--- src/rtl/mem_arb_pkg.sv ---
// Shared types, defaults and the address legality check for the MemDat
// two-port arbiter.
package mem_arb_pkg;

   typedef enum logic [1:0] {
      IDLE   = 2'd0,
      GRANT0 = 2'd1,
      GRANT1 = 2'd2,
      LOCK1  = 2'd3
   } arb_state_t;

   // 0 = pipeline MEM stage, 1 = array loader / debug port
   typedef logic port_idx_t;

   localparam int unsigned MEM_BYTES_DEF = 2032;
   localparam int unsigned MAX_LOCK_DEF  = 16;

   // Word accesses must be 4-byte aligned and lie entirely inside the memory.
   function automatic logic addr_ok(input logic [31:0] addr, input int unsigned mem_bytes);
      return (addr[1:0] == 2'b00) && (addr <= (mem_bytes - 32'd4));
   endfunction

endpackage

--- src/rtl/mem_dat_arbiter_rr_arb2.sv ---
// Two-way round-robin picker. Port 1 can hold the grant across cycles via
// its lock; force0 overrides everything to break a starving lock.
module rr_arb2
   import mem_arb_pkg::*;
(
   input  logic clock,
   input  logic reset_n,
   input  logic req0,
   input  logic req1,
   input  logic lock1,
   input  logic force0,
   output logic gnt0,
   output logic gnt1
);

   arb_state_t state_q;
   arb_state_t state_d;
   port_idx_t  last_q;
   logic       lock_q;
   logic       hold1;

   always_ff @(posedge clock or negedge reset_n) begin
      if (!reset_n) begin
         state_q <= IDLE;
         last_q  <= 1'b1;
         lock_q  <= 1'b0;
      end else begin
         state_q <= state_d;
         lock_q  <= lock1;
         if (state_d != IDLE) begin
            last_q <= (state_d == GRANT0) ? 1'b0 : 1'b1;
         end
      end
   end

   always_comb begin
      state_d = IDLE;
      gnt0    = 1'b0;
      gnt1    = 1'b0;
      // A lock only carries over if port 1 actually held the grant last cycle.
      hold1   = ((state_q == GRANT1) || (state_q == LOCK1)) && lock_q && req1;

      if (force0) begin
         state_d = GRANT0;
      end else if (hold1) begin
         state_d = LOCK1;
      end else if (req0 && req1) begin
         state_d = (last_q == 1'b1) ? GRANT0 : GRANT1;
      end else if (req0) begin
         state_d = GRANT0;
      end else if (req1) begin
         state_d = GRANT1;
      end

      gnt0 = (state_d == GRANT0);
      gnt1 = (state_d == GRANT1) || (state_d == LOCK1);
   end

endmodule

--- src/rtl/mem_dat_arbiter.sv ---
// Arbiter and access controller in front of the byte-addressed big-endian
// data memory: one word access per cycle, error checking, registered reads.
module mem_dat_arbiter
   import mem_arb_pkg::*;
#(
   parameter int unsigned MEM_BYTES = MEM_BYTES_DEF,
   parameter int unsigned MAX_LOCK  = MAX_LOCK_DEF
) (
   input  logic        clock,
   input  logic        reset_n,
   input  logic        req0,
   input  logic        req1,
   input  logic        we0,
   input  logic        we1,
   input  logic [31:0] addr0,
   input  logic [31:0] addr1,
   input  logic [31:0] wdata0,
   input  logic [31:0] wdata1,
   input  logic        lock1,
   output logic        gnt0,
   output logic        gnt1,
   output logic        rvalid0,
   output logic        rvalid1,
   output logic [31:0] rdata0,
   output logic [31:0] rdata1,
   output logic        err0,
   output logic        err1,
   output logic        esc_mem,
   output logic        read_mem,
   output logic [31:0] dst_mem,
   output logic [31:0] value,
   input  logic [31:0] out_dat
);

   localparam int CNT_W = (MAX_LOCK < 1) ? 1 : $clog2(MAX_LOCK + 1);

   logic             arb_gnt0;
   logic             arb_gnt1;
   logic             force0;
   logic [CNT_W-1:0] lock_cnt_q;

   logic             any_gnt;
   logic             sel_we;
   logic             sel_ok;
   logic [31:0]      sel_addr;
   logic [31:0]      sel_wdata;

   logic             vld0_p1;
   logic             vld1_p1;
   logic             err0_p1;
   logic             err1_p1;
   logic [31:0]      rdata0_p1;
   logic [31:0]      rdata1_p1;

   assign force0 = req0 && (lock_cnt_q == CNT_W'(MAX_LOCK));

   rr_arb2 u_rr_arb2 (
      .clock   (clock),
      .reset_n (reset_n),
      .req0    (req0),
      .req1    (req1),
      .lock1   (lock1),
      .force0  (force0),
      .gnt0    (arb_gnt0),
      .gnt1    (arb_gnt1)
   );

   // Grants are masked while reset is held so nothing reaches the memory.
   assign gnt0 = arb_gnt0 & reset_n;
   assign gnt1 = arb_gnt1 & reset_n;

   // Counts locked grants to port 1 that port 0 has been waiting through.
   always_ff @(posedge clock or negedge reset_n) begin
      if (!reset_n) begin
         lock_cnt_q <= '0;
      end else if (gnt1 && lock1 && req0) begin
         lock_cnt_q <= lock_cnt_q + CNT_W'(1);
      end else begin
         lock_cnt_q <= '0;
      end
   end

   // ---- stage p0: select granted port and drive the memory ----
   assign any_gnt   = gnt0 | gnt1;
   assign sel_addr  = gnt1 ? addr1  : addr0;
   assign sel_wdata = gnt1 ? wdata1 : wdata0;
   assign sel_we    = gnt1 ? we1    : we0;
   assign sel_ok    = addr_ok(sel_addr, MEM_BYTES);

   assign dst_mem   = sel_addr;
   assign value     = sel_wdata;
   assign esc_mem   = any_gnt &  sel_we & sel_ok;
   assign read_mem  = any_gnt & ~sel_we & sel_ok;

   // ---- stage p1: registered response per port ----
   always_ff @(posedge clock or negedge reset_n) begin
      if (!reset_n) begin
         vld0_p1   <= 1'b0;
         vld1_p1   <= 1'b0;
         err0_p1   <= 1'b0;
         err1_p1   <= 1'b0;
         rdata0_p1 <= '0;
         rdata1_p1 <= '0;
      end else begin
         vld0_p1 <= gnt0;
         vld1_p1 <= gnt1;
         err0_p1 <= gnt0 & ~sel_ok;
         err1_p1 <= gnt1 & ~sel_ok;
         // Successful writes leave rdata untouched; errors always return zero.
         if (gnt0) begin
            if (!sel_ok) begin
               rdata0_p1 <= '0;
            end else if (!sel_we) begin
               rdata0_p1 <= out_dat;
            end
         end
         if (gnt1) begin
            if (!sel_ok) begin
               rdata1_p1 <= '0;
            end else if (!sel_we) begin
               rdata1_p1 <= out_dat;
            end
         end
      end
   end

   assign rvalid0 = vld0_p1;
   assign rvalid1 = vld1_p1;
   assign err0    = err0_p1;
   assign err1    = err1_p1;
   assign rdata0  = rdata0_p1;
   assign rdata1  = rdata1_p1;

endmodule

--- config.mk ---
export PLATFORM = sky130hd
export DESIGN_NAME = mem_dat_arbiter
export DESIGN_NICKNAME = d
export VERILOG_FILES = /design/src/rtl/mem_arb_pkg.sv /design/src/rtl/mem_dat_arbiter_rr_arb2.sv /design/src/rtl/mem_dat_arbiter.sv
export SDC_FILE = /design/constraint.sdc
export NUM_CORES = 1
export LEC_CHECK = 0
export ABC_AREA = 1
export ABC_CLOCK_PERIOD_IN_PS = 2800
export CAP_MARGIN = 0
export CORE_MARGIN = 3
export CORE_UTILIZATION = 34
export DETAILED_ROUTE_END_ITERATION = 6
export PLACE_DENSITY = 0.78
export SYNTH_ARGS = -nofsm -noshare
export SYNTH_HDL_FRONTEND = slang
export SYNTH_SLANG_ARGS = --single-unit
--- constraint.sdc ---
create_clock -name clock -period 2.8 [get_ports clock]
set_clock_uncertainty 0.15 [all_clocks]
set_input_delay 0.56 -clock clock [delete_from_list [all_inputs] [get_ports clock]]
set_output_delay 0.56 -clock clock [all_outputs]
set_load 0.05 [all_outputs]
## After elaboration in Yosys (flattened, before gate mapping)

Cells that the tools add are included.

| storage, ports and cells | value |
|---|---|
| register bits | 77 |
| input bits | 167 |
| output and inout bits | 136 |
| logic and storage cells | 56 |

| operators by class | value |
|---|---|
| add/subtract/negate cells | 1 |
| order comparisons | 1 |
| eq/ne operators | 7 |
| multiplexer cells | 13 |
| bitwise gates (word level) | 11 |
| reductions and logical operators | 13 |

Operators by type and width:

| operator | number |
|---|---|
| two-way mux 32 bit | 4 |
| less-or-equal comparator 32 x 11 -> 1 bit, second input constant | 1 |
| two-way mux 2 bit | 6 |
| bitwise AND 1 bit | 8 |
| equality test 2 bit, second input constant | 4 |
| logical AND 1 bit | 7 |
| adder 5 x 1 -> 5 bit, second input constant | 1 |
| equality test 5 bit, second input constant | 1 |
| two-way mux 5 bit | 1 |
| AND reduction 2 bit | 2 |
| equality test 2 x 1 -> 1 bit, second input constant | 1 |
| zero test 2 bit | 1 |
| logical OR 1 bit | 2 |
| two-way mux 1 bit | 2 |
| != test 2 bit, second input constant | 1 |
| NOT 1 bit | 2 |
| nonzero test 2 bit | 1 |
| bitwise OR 1 bit | 1 |

## Depth between registers and ports, before layout

| logic depth | value |
|---|---|
| word-level depth | 14 |
| depth in mapped cells | 19 |

## By module

A second synthesis with hierarchy kept.

| second synthesis, totals | value |
|---|---|
| cell total of the unflattened synthesis | 722 |
| area total of the unflattened synthesis | 4785.8 um^2 |

By module, submodules not included:

| module | instances | cells an instance | area an instance (um^2) | sequential area each (um^2) |
|---|---|---|---|---|
| mem_dat_arbiter | 1 | 703 | 4630.7 | 1826.8 |
| rr_arb2 | 1 | 19 | 155.1 | 76.3 |

## Least setup slack after synthesis

No wires, ideal clock.

| timing path | value |
|---|---|
| path type | register to output |
| from | register lock_cnt_q[0] |
| to | output port esc_mem |
| arrival | 3.075 ns |
| data required time | 2.090 ns |
| setup slack | -0.985 ns |
| stages on the path, launching flop included | 17 |
| path through | dfrtp_1 -> inv_1 -> ha_1 -> inv_1 -> nor2_1 -> nand2_2 -> nand3_2 -> buf_6 -> o21ai_0 -> nand2_1 -> nor2_1 -> nand2_1 -> nand2_1 -> nor2_1 -> buf_4 -> o21ai_0 -> nor2_1 |

| between the ends | value |
|---|---|
| word-level cells in the longest chain between the ends | 10 |

Ends and longest elaborated chain:

| what | RTL line | text |
|---|---|---|
| start, declared | mem_dat_arbiter.sv:40 | `logic [CNT_W-1:0] lock_cnt_q;` |
| start signal, assigned | mem_dat_arbiter.sv:77 | `lock_cnt_q <= lock_cnt_q + CNT_W'(1);` |
| equality test 5 bit (*) | mem_dat_arbiter.sv:55 | `assign force0 = req0 && (lock_cnt_q == CNT_W'(MAX_LOCK));` |
| logical AND 1 bit (*) | mem_dat_arbiter.sv:55 |  |
| two-way mux 2 bit (*) | mem_dat_arbiter_rr_arb2.sv:43 | `if (force0) begin` |
| equality test 2 bit | mem_dat_arbiter_rr_arb2.sv:56 | `gnt1 = (state_d == GRANT1) \|\| (state_d == LOCK1);` |
| logical OR 1 bit (*) | mem_dat_arbiter_rr_arb2.sv:56 |  |
| bitwise AND 1 bit (*) | mem_dat_arbiter.sv:70 | `assign gnt1 = arb_gnt1 & reset_n;` |
| two-way mux 32 bit (*) | mem_dat_arbiter.sv:85 | `assign sel_addr = gnt1 ? addr1 : addr0;` |
| net dst_mem[8] | mem_dat_arbiter.sv:30 | `output logic [31:0] dst_mem,` |
| less-or-equal comparator 32 x 11 -> 1 bit (*) | mem_arb_pkg.sv:20 | `return (addr[1:0] == 2'b00) && (addr <= (mem_bytes - 32'd4));` |
| logical AND 1 bit (*) | mem_arb_pkg.sv:20 |  |
| bitwise AND 1 bit (*) | mem_dat_arbiter.sv:92 | `assign esc_mem = any_gnt & sel_we & sel_ok;` |
| end, declared | mem_dat_arbiter.sv:28 | `output logic esc_mem,` |

The timed path passes the listed nets; every way through them passes the cells marked *.

## Final worst setup path

| timing path | value |
|---|---|
| from | register lock_cnt_q[1] |
| to | output port esc_mem |

| between the ends | value |
|---|---|
| word-level cells in the longest chain between the ends | 10 |

Ends and longest elaborated chain:

| what | RTL line |
|---|---|
| equality test 5 bit (*) | mem_dat_arbiter.sv:55 |
| logical AND 1 bit (*) | mem_dat_arbiter.sv:55 |
| two-way mux 2 bit (*) | mem_dat_arbiter_rr_arb2.sv:43 |
| equality test 2 bit | mem_dat_arbiter_rr_arb2.sv:56 |
| logical OR 1 bit | mem_dat_arbiter_rr_arb2.sv:56 |
| bitwise AND 1 bit | mem_dat_arbiter.sv:70 |
| two-way mux 32 bit | mem_dat_arbiter.sv:85 |
| less-or-equal comparator 32 x 11 -> 1 bit / zero test 2 bit (equally long branches) | mem_arb_pkg.sv:20 |
| logical AND 1 bit | mem_arb_pkg.sv:20 |
| bitwise AND 1 bit (*) | mem_dat_arbiter.sv:92 |

Mark *: on every way between the ends. The rest lies on a longest branch, timed or not.

==> qor.csv <==
metric;value;unit
post-route-period-util;118;%
cp-start-kind;register;
die_w;126;µm
final_cell_mix;240 x nand2_1, 231 x clkdlybuf4s50_1, 104 x nand4_1;
synth_nets;907;
nets;1270;
std_cell_rows;43;
ioPinCount;303;
hp-class;primary input to async pin;
final_common_cell;nand2_1;
synth.area.top_cells;dfrtp_1 38%, nand2_1 22%, nand4_1 13%;
setup_viol;66;
fp.dieH;126;µm
stdcell_area;10500;µm²
drv_cap;0;
avgSynthCellArea;6.63;µm²
cp_num_cells;18;
power.leakage;5.27;nW
die_area;15900;µm²
drtAntennaViolNets;0;
ys_types;22;
yosys_warnings;0;
synth_top_area_share;38.3;%
hold_viol_final;0;
htreeDepth;3;
cts_hold_repair.buffers;0;
ys_ff_latch;76;
cts.sinks;76;
crit_path_max_fanout;7;
initial_utilization;35.0;%
crit_required;2.09;ns
grt_usage;27.7;%
yosysSeqAreaShare;38.9;%
grt_pass1_vias;6509;
routed_wirelength;22800;µm
slew_headroom;61.7;%
path_buf_inv;5;
clock.fmax;302;MHz
fin_ws;-0.509;ns
post_drt_wl_per_cell;17.7;µm
drtIter0Drc;467;
arrival;2.60;ns
max_stage_delay;0.34;ns
cp_top_family;simple AND/OR/NAND/NOR gates;
tns;-8.87;ns
antenna_cells;0;
synthCells;738;
cts.reportedPaths.clkPinSlew;0.06;ns
ir_worst_vdd;0.238;mV
area_growth;115;%
antenna_found_initial;0;
crit_path_top_delay_cell;dfrtp_1;
clockBufferDepth;2;
reg2reg_slack;-0.05;ns
vias;6607;
synth_top_area_cell;dfrtp_1;
core_area;14000;µm²
critPathCaptureType;output pin;
cts-root-buf;clkbuf_16;
tritoncts;done;
violations;negative setup slack;
port_buffers;302;
criticalPathCategory;register to output pin;
hold-worst-slack;0.112;ns
min_period;3.31;ns
grt_start_max_net_pins;45;
outcome;finished, violations left;
cts_buffers;9;
overflow;0;
viasPerCell;5.14;
drt_pre_antenna_iters;5;
finalWeightedCongestion;0.861;
netlist_area;4890;µm²
reg2reg_depth;19;
drc;0;
grt_setup_unrepaired;yes;
grt_pass1_wl;35200;µm
tightestPinTransition;0.573;ns
dpl_cell_area;9400;µm²
slew_violations;0;
final_layout_size_suffix_gt1_share;25.5;%
path_cells;inv_1, ha_2, inv_2, nor2_4, nand2_4, nand3_4, buf_6, buf_12, nand2_4, nand2_4, nor2_1, nand2_1, nor2_1, nand2_1, nor2_4, o21ai_4, nor2_4, buf_12;
clk_latency;0.34;ns
dp_hpwl;16500;µm
dp_slack;-0.668;ns
powerDensity;423;nW/µm²
cells in the mapped netlist (all sizes together):
cell type	n
clkinv	2
clkbuf	19
xnor2	1
nand2	296
o21ai	11
buf	39
dfstp	1
inv	77
dfrtp	75
nor2	35
ha	2
xor2	2
nand4	104
nand3	74
final timing paths:
kind,from,to
max in group asynchronous,reset_n,u_rr_arb2.last_q
worst max-delay path,lock_cnt_q[1],esc_mem
min in group clock,rdata1[14],rdata1[14]
worst min-delay path,reset_n,lock_cnt_q[2]
worst max register to register,lock_cnt_q[1],rdata0[25]
worst min register to register,rdata1[14],rdata1[14]
worst reg2reg max path: stages (launching register included):
cell	delay, ns
dfrtp_1	0.34
inv_1	0.05
ha_2	0.17
inv_2	0.06
nor2_4	0.04
nand2_4	0.09
nand3_4	0.10
buf_6	0.15
buf_12	0.15
nand2_4	0.06
nand2_4	0.04
nor2_1	0.13
nand2_1	0.07
nor2_1	0.12
nand2_1	0.12
nor2_4	0.14
buf_4	0.36
buf_12	0.23
nand4_1	0.12
nand2_1	0.08
kinds of logic (layout without fill, tap and decap cells):
group	after synthesis	after routing	share of synthesized area, %
adder cells (fa/ha/maj)	2	2	0.511
XOR/XNOR	3	3	0.537
buffers and inverters	137	505	12.3
AO/OA/AOI/OAI	11	11	1.20
flip-flops	76	76	38.9
AND/OR/NAND/NOR	509	509	46.6
cell type report:
class                           count  area (µm²)
Sequential cell                    76        1900
Fill cell                         990        3480
Timing Repair Buffer              410        4940
Clock inverter                      5        58.8
Tap cell                          180         225
Inverter                           79         303
Clock buffer                       11         253
Multi-Input combinational cell    525        2820
routing by layer:
layer	wire length, µm	share of wire (%)	track usage (%)	vias up
met5	0	0	0	-
met4	582	2.6	8.33	0
met3	2140	9.4	8.44	35
met2	11400	50	47.0	332
met1	8640	38	34.1	3113
li1	-	-	-	3127
per-stage QoR:
stage | instances | total power [mW] | util [%]
floorplan | 738 | 1.98 | -
global placement | 1237 | 3.02 | 67.2
detailed placement | 1237 | 3.03 | 67.2
CTS | 1275 | 4.39 | 73.2
global route | 1286 | 4.60 | 75.1
finish | 1286 | 4.44 | 75.1
sequential cells by signal, summed over array words and instances (netlist names):
signal and cells:
rdata0 32, rdata1 32, lock_cnt_q 5, err0 1, err1 1, rvalid0 1, rvalid1 1, u_rr_arb2.last_q 1
u_rr_arb2.lock_q 1, u_rr_arb2.state_q 1
report_power, final:
part | total [mW] | internal (mW) | switching [mW] | leakage [nW]
combinational | 2.12 | 1.01 | 1.11 | 4.07
sequential | 1.12 | 1.11 | 0.00350 | 1.05
clock | 1.20 | 0.740 | 0.463 | 0.148
timing repair:
item                                   in CTS  in global routing
buffers inserted                           17                  8
pin swaps                                  17                 17
resized for setup                          76                 38
endpoints found under the hold margin       0                  0
setup endpoints to repair                  95                122
cloned                                      6                  3
No activity file was read; power rests on OpenSTA's default activity.
